`src/rtl/output_writeback_pkg.sv`:
```
// Shared definitions for the GBUFF_OUT writeback stage: widths, FSM encoding and
// the tile geometry helpers used by the controller and by benches.
package output_writeback_pkg;

    localparam int DATA_W = 8;
    localparam int LANES  = 4;
    localparam int ADDR_W = 8;

    typedef enum logic [1:0] {
        ST_IDLE = 2'd0,
        ST_BUSY = 2'd1,
        ST_DONE = 2'd2
    } wb_state_e;

    // Number of 4-column tiles needed to cover n output columns.
    function automatic logic [1:0] row_offset(input logic [3:0] n);
        if (n >= 4'd9) begin
            return 2'd3;
        end else if (n >= 4'd5) begin
            return 2'd2;
        end else begin
            return 2'd1;
        end
    endfunction

    function automatic logic [3:0] clamp_dim(input logic [3:0] v);
        return (v > 4'd12) ? 4'd12 : v;
    endfunction

endpackage

```
`src/rtl/output_writeback_addr_gen.sv`:
```
// Beat counters for the drain walk (tile_row > tile_col > r) and the resulting
// row-major GBUFF_OUT address, last-beat flag and row mask.
module wb_addr_gen
    import output_writeback_pkg::*;
#(
    parameter int ADDR_W_P = ADDR_W
) (
    input  logic                clk,
    input  logic                rst,
    input  logic                clear,
    input  logic                advance,
    input  logic [1:0]          row_offset_i,
    input  logic [1:0]          tiles_r_i,
    input  logic [3:0]          m_i,
    output logic [1:0]          tile_col,
    output logic [ADDR_W_P-1:0] wr_addr,
    output logic                last,
    output logic                row_valid
);

    logic [1:0] r_q, r_d;
    logic [1:0] tc_q, tc_d;
    logic [1:0] tr_q, tr_d;

    // Counter advance: r wraps into tile_col, tile_col wraps into tile_row.
    always_comb begin
        r_d  = r_q;
        tc_d = tc_q;
        tr_d = tr_q;
        if (clear || (advance && last)) begin
            r_d  = 2'd0;
            tc_d = 2'd0;
            tr_d = 2'd0;
        end else if (advance) begin
            if (r_q == 2'd3) begin
                r_d = 2'd0;
                if (tc_q == (row_offset_i - 2'd1)) begin
                    tc_d = 2'd0;
                    tr_d = tr_q + 2'd1;
                end else begin
                    tc_d = tc_q + 2'd1;
                end
            end else begin
                r_d = r_q + 2'd1;
            end
        end else begin
            r_d = r_q;
        end
    end

    // Counter registers.
    always_ff @(posedge clk) begin
        if (rst) begin
            r_q  <= 2'd0;
            tc_q <= 2'd0;
            tr_q <= 2'd0;
        end else begin
            r_q  <= r_d;
            tc_q <= tc_d;
            tr_q <= tr_d;
        end
    end

    // grow = tile_row*4 + r is simply the concatenation {tile_row, r}.
    assign tile_col  = tc_q;
    assign wr_addr   = ADDR_W_P'({tr_q, r_q}) * ADDR_W_P'(row_offset_i) + ADDR_W_P'(tc_q);
    assign row_valid = ({tr_q, r_q} < m_i);
    assign last      = (r_q == 2'd3) && (tc_q == (row_offset_i - 2'd1))
                    && (tr_q == (tiles_r_i - 2'd1));

endmodule

```
`src/rtl/output_writeback.sv`:
```
// Drain stage of the systolic array: packs 4-lane result rows into GBUFF_OUT words,
// masking rows beyond m and zeroing columns beyond n, then pulses done.
module output_writeback
    import output_writeback_pkg::*;
#(
    parameter int DATA_W_P = DATA_W,
    parameter int LANES_P  = LANES,
    parameter int ADDR_W_P = ADDR_W
) (
    input  logic                         clk,
    input  logic                         rst,
    input  logic                         start,
    input  logic [3:0]                   m,
    input  logic [3:0]                   n,
    input  logic                         in_valid,
    input  logic [LANES_P*DATA_W_P-1:0]  in_data,
    output logic                         in_ready,
    output logic                         wr_en,
    output logic [ADDR_W_P-1:0]          wr_addr,
    output logic [LANES_P*DATA_W_P-1:0]  wr_data,
    output logic                         done
);

    wb_state_e                    state_q, state_d;
    logic [3:0]                   m_q, m_d, n_q, n_d;
    logic [1:0]                   ro_q, ro_d, tiles_q, tiles_d;
    logic                         in_ready_q, in_ready_d;
    logic                         wr_en_q, wr_en_d;
    logic [ADDR_W_P-1:0]          wr_addr_q, wr_addr_d;
    logic [LANES_P*DATA_W_P-1:0]  wr_data_q, wr_data_d;
    logic                         done_q, done_d;

    logic                         gen_clear_s, advance_s, last_s, row_valid_s;
    logic [1:0]                   tile_col_s;
    logic [ADDR_W_P-1:0]          gen_addr_s;
    logic [LANES_P*DATA_W_P-1:0]  masked_s;
    logic [3:0]                   m_cl_s, n_cl_s;

    assign m_cl_s    = clamp_dim(m);
    assign n_cl_s    = clamp_dim(n);
    assign advance_s = (state_q == ST_BUSY) && in_valid && in_ready_q;

    wb_addr_gen #(.ADDR_W_P(ADDR_W_P)) u_addr_gen (
        .clk          (clk),
        .rst          (rst),
        .clear        (gen_clear_s),
        .advance      (advance_s),
        .row_offset_i (ro_q),
        .tiles_r_i    (tiles_q),
        .m_i          (m_q),
        .tile_col     (tile_col_s),
        .wr_addr      (gen_addr_s),
        .last         (last_s),
        .row_valid    (row_valid_s)
    );

    // Column mask: lane j holds output column tile_col*4 + j.
    always_comb begin
        logic [3:0] col;
        masked_s = '0;
        for (int j = 0; j < LANES_P; j++) begin
            col = {tile_col_s, 2'b00} + 4'(j);
            if (col < n_q) begin
                masked_s[DATA_W_P*j +: DATA_W_P] = in_data[DATA_W_P*j +: DATA_W_P];
            end else begin
                masked_s[DATA_W_P*j +: DATA_W_P] = '0;
            end
        end
    end

    // Job FSM and next values of the registered write port.
    always_comb begin
        state_d     = state_q;
        m_d         = m_q;
        n_d         = n_q;
        ro_d        = ro_q;
        tiles_d     = tiles_q;
        in_ready_d  = 1'b0;
        wr_en_d     = 1'b0;
        wr_addr_d   = wr_addr_q;
        wr_data_d   = wr_data_q;
        done_d      = 1'b0;
        gen_clear_s = 1'b0;
        case (state_q)
            ST_IDLE: begin
                if (start) begin
                    m_d         = m_cl_s;
                    n_d         = n_cl_s;
                    ro_d        = row_offset(n_cl_s);
                    tiles_d     = 2'((m_cl_s + 4'd3) >> 2);
                    gen_clear_s = 1'b1;
                    if ((m_cl_s == 4'd0) || (n_cl_s == 4'd0)) begin
                        state_d = ST_DONE;
                        done_d  = 1'b1;
                    end else begin
                        state_d    = ST_BUSY;
                        in_ready_d = 1'b1;
                    end
                end else begin
                    state_d = ST_IDLE;
                end
            end
            ST_BUSY: begin
                if (advance_s) begin
                    if (row_valid_s) begin
                        wr_en_d   = 1'b1;
                        wr_addr_d = gen_addr_s;
                        wr_data_d = masked_s;
                    end else begin
                        wr_en_d = 1'b0;
                    end
                    if (last_s) begin
                        state_d = ST_DONE;
                        done_d  = 1'b1;
                    end else begin
                        in_ready_d = 1'b1;
                    end
                end else begin
                    in_ready_d = 1'b1;
                end
            end
            ST_DONE: begin
                state_d = ST_IDLE;
            end
            default: begin
                state_d = ST_IDLE;
            end
        endcase
    end

    // State and output registers.
    always_ff @(posedge clk) begin
        if (rst) begin
            state_q    <= ST_IDLE;
            m_q        <= 4'd0;
            n_q        <= 4'd0;
            ro_q       <= 2'd0;
            tiles_q    <= 2'd0;
            in_ready_q <= 1'b0;
            wr_en_q    <= 1'b0;
            wr_addr_q  <= '0;
            wr_data_q  <= '0;
            done_q     <= 1'b0;
        end else begin
            state_q    <= state_d;
            m_q        <= m_d;
            n_q        <= n_d;
            ro_q       <= ro_d;
            tiles_q    <= tiles_d;
            in_ready_q <= in_ready_d;
            wr_en_q    <= wr_en_d;
            wr_addr_q  <= wr_addr_d;
            wr_data_q  <= wr_data_d;
            done_q     <= done_d;
        end
    end

    assign in_ready = in_ready_q;
    assign wr_en    = wr_en_q;
    assign wr_addr  = wr_addr_q;
    assign wr_data  = wr_data_q;
    assign done     = done_q;

endmodule

```
`config.mk`:
```
export PLATFORM = sky130hd
export DESIGN_NAME = output_writeback
export DESIGN_NICKNAME = d
export VERILOG_FILES = /design/src/rtl/output_writeback_pkg.sv /design/src/rtl/output_writeback_addr_gen.sv /design/src/rtl/output_writeback.sv
export SDC_FILE = /design/constraint.sdc
export NUM_CORES = 1
export LEC_CHECK = 0
export ABC_AREA = 1
export CELL_PAD_IN_SITES_DETAIL_PLACEMENT = 0
export CELL_PAD_IN_SITES_GLOBAL_PLACEMENT = 1
export CORE_ASPECT_RATIO = 0.8
export CORE_MARGIN = 4
export CORE_UTILIZATION = 33
export CTS_CLUSTER_SIZE = 28
export DETAILED_ROUTE_END_ITERATION = 16
export PLACE_DENSITY_LB_ADDON = 0.15
export SETUP_SLACK_MARGIN = 0.02
export SLEW_MARGIN = 20
export SYNTH_ARGS = -nofsm -noshare
export SYNTH_HDL_FRONTEND = slang
export SYNTH_HIERARCHICAL = 1
export SYNTH_SLANG_ARGS = --single-unit
```
`constraint.sdc`:
```
create_clock -name clk -period 2.4 [get_ports clk]
set_clock_uncertainty 0.2 [all_clocks]
set_input_delay 0.48 -clock clk [delete_from_list [all_inputs] [get_ports clk]]
set_output_delay 0.48 -clock clk [all_outputs]
set_load 0.05 [all_outputs]
```
==> impl_metrics.ini <==
[drt]
wl_per_cell_um = 12.7
first_pass_iters = 4
drcViolationCount = 0
drt_iter0_drc = 119
viasPerCell = 4.58
route.vias.total = 2896
drt-total-wl_mm = 8.03
ant_nets = 0

[placement]
port_buffers = 86
place.detailed.hpwl_mm = 6.07
gp_congestion = 0.770
dpl_cell_area_um2 = 4050

[run]
drv_cap = 0

[synth]
synth_warnings = 6
synth_cells = 417
yosysMostFrequentCell = nand2_1
synthFlopType = dfxtp_1
yosysUniqueCellTypes = 32
ys_seq_area_frac = 0.419
syn-cell-area_um2 = 3010
async_flop_share = 0
synth.cells.most_frequent = nand2_1, dfxtp_1, inv_1, nand3_1
synth.avg_cell_area_um2 = 7.23
synth_top_area_share = 0.419
synth_top_cell_by_area = dfxtp_1
synth-edff-count = 0
ys_seq_elements = 63
synthTopCellsByArea = dfxtp_1, nand2_1, nand3_1, inv_1, a21oi_1

[pwr]
leakagePower_nw = 1.94
peakVddDrop_mv = 0.340
power_w = 0.00281
powerDensity_nw_per_um2 = 640

[cells_and_area]
drive_gt1_frac = 0.0885
multi_input_comb_area_um2 = 1450
antenna_cells = 0
seqCellArea_um2 = 1260
nFillCells = 856
design_area_um2 = 4400
layout.nets = 575
areaGrowthSynthToFinish_pct = 45.9

[min_path]
hold_path_class = reg -> reg
min_from = wr_data[11]

[worst_setup_path]
cp_max_fo = 6
reg2reg_from = u_addr_gen/r_q[0]
cp-end-kind = flip-flop
critPathLaunch = u_addr_gen/r_q[0]
cp.arrival_ps = 2210
critical_path_buf_inv_count = 2
cp_top_family = adder cells
crit_required_ps = 2420
crit_type = reg -> reg
crit_path_max_incr_delay_ps = 510
cp-start-kind = flip-flop
critPathSlowestCell = fa_1
crit_path_cell_trace = nand2_1 > inv_1 > fa_1 > ha_1 > inv_1 > fa_1 > xnor2_1 > nor2_1 > nor2_1

[clock_tree]
clk_path_buf_depth = 2
cts-root-buf = clkbuf_16
clk_latency_ps = 320
path_clk_slew_ps = 60
cts.sinks = 63
cts_buffers = 9
htree_levels = 3
cts_tree = built
hold_buffers = 0

[sta]
min_period_over_period = 0.916
fin_crit_ps = 2200
rsz0062_at_grt = no
hold_viol_final = 0
maxSlewHeadroom = 0.645
final_max_slew_viol_count = 0
setup_viol = 0
clock.fmax_mhz = 455
finalSetupTns_ps = 0
worst_pin_slew_ps = 530

[global_route]
grt_antenna_before_repair = 0
grt_pass1_vias = 2816
grt_max_degree = 33
grt_use_total = 0.156
grt.overflow.total = 0
grt_pass1_wl_mm = 13.4

[floorplanning]
fp.dieW_um = 115
placementRows = 30
die_h_um = 93.5
start_util = 0.347
die_area_um2 = 10700
core_um2 = 8670
io_pins = 87

[status]
outcome = finished clean
[metal layers]
layer | track usage | vias to the layer above | wire (um) | share of wire
met5 | 0 | - | 0 | 0
met4 | 0.0469 | 0 | 85 | 0.011
met3 | 0.0433 | 9 | 477 | 0.059
met2 | 0.234 | 73 | 3430 | 0.43
met1 | 0.216 | 1284 | 4040 | 0.50
li1 | - | 1530 | - | -
[logic make-up after synthesis]
logic type,count (synthesis),share of synthesized area
compound gates,68,0.116
xor+xnor,4,0.0116
fa+ha+maj,16,0.0714
buf+inv,74,0.101
flops,63,0.419
mux,1,0.00332
other cells,1,0.00124
simple gates,190,0.277
[state kept, by name (all words and copies together) (netlist names)]
name                 cells
in_ready                 1
wr_addr                  8
m_q                      4
n_q                      4
tiles_q                  2
wr_en                    1
u_addr_gen/tr_q          2
state_q                  2
wr_data                 32
done                     1
u_addr_gen/r_q           2
u_addr_gen/tile_col      2
ro_q                     2
[layout make-up]
class / instances / share of cell area
Timing Repair Buffer: 103 / 0.226
Multi-Input combinational cell: 281 / 0.331
Clock inverter: 6 / 0.0211
Inverter: 57 / 0.0492
Clock buffer: 10 / 0.0544
Tap cell: 112 / 0.0319
Sequential cell: 63 / 0.287
[worst min-delay path, cell delays in order, from the launching register on]
cell	delay [ps]
dfxtp_1	300
nand2_1	60
a21oi_1	50
[worst paths after layout]
kind	to	slack [ps]	depth (start not counted)
min	wr_data[11]	260	2
max	wr_addr[3]	200	9
max reg2reg	wr_addr[3]	200	9
min reg2reg	wr_data[11]	260	2
[power breakdown]
part           total (W)  switching (W)  internal (W)
Combinational   0.000312       0.000172      0.000140
Sequential       0.00109      0.0000150       0.00107
Clock            0.00142       0.000475      0.000942
[placed cells by master (no fill, tap or decap), types with 3 or more instances in the layout]
| master | instances |
|---|---|
| nand2_1 | 91 |
| clkdlybuf4s50_1 | 86 |
| dfxtp_1 | 63 |
| inv_1 | 53 |
| nand3_1 | 46 |
| nor2_1 | 37 |
| a21oi_1 | 37 |
| o21ai_0 | 27 |
| buf_4 | 16 |
| ha_1 | 14 |
| clkbuf_16 | 9 |
| nand2_2 | 4 |
| xor2_1 | 3 |
| nand3_2 | 3 |
[metrics by stage]
step / setup WS (ps) / std cells / hold slack (ps) / utilization
after CTS: 109 / 631 / 267 / 0.505
final: 201 / 632 / 264 / 0.507
after detailed placement: 112 / 615 / 258 / 0.467
after floorplan: 297 / 418 / 245 / -
after global placement: 188 / 615 / 252 / 0.467
after global routing: 52.3 / 632 / 282 / 0.507
[what timing repair did]
action                     in CTS  in global routing
gates resized for setup         0                  4
setup endpoints to repair       0                 39
setup buffers                   0                  1
Note: power is estimated with default switching activity, not from simulation.
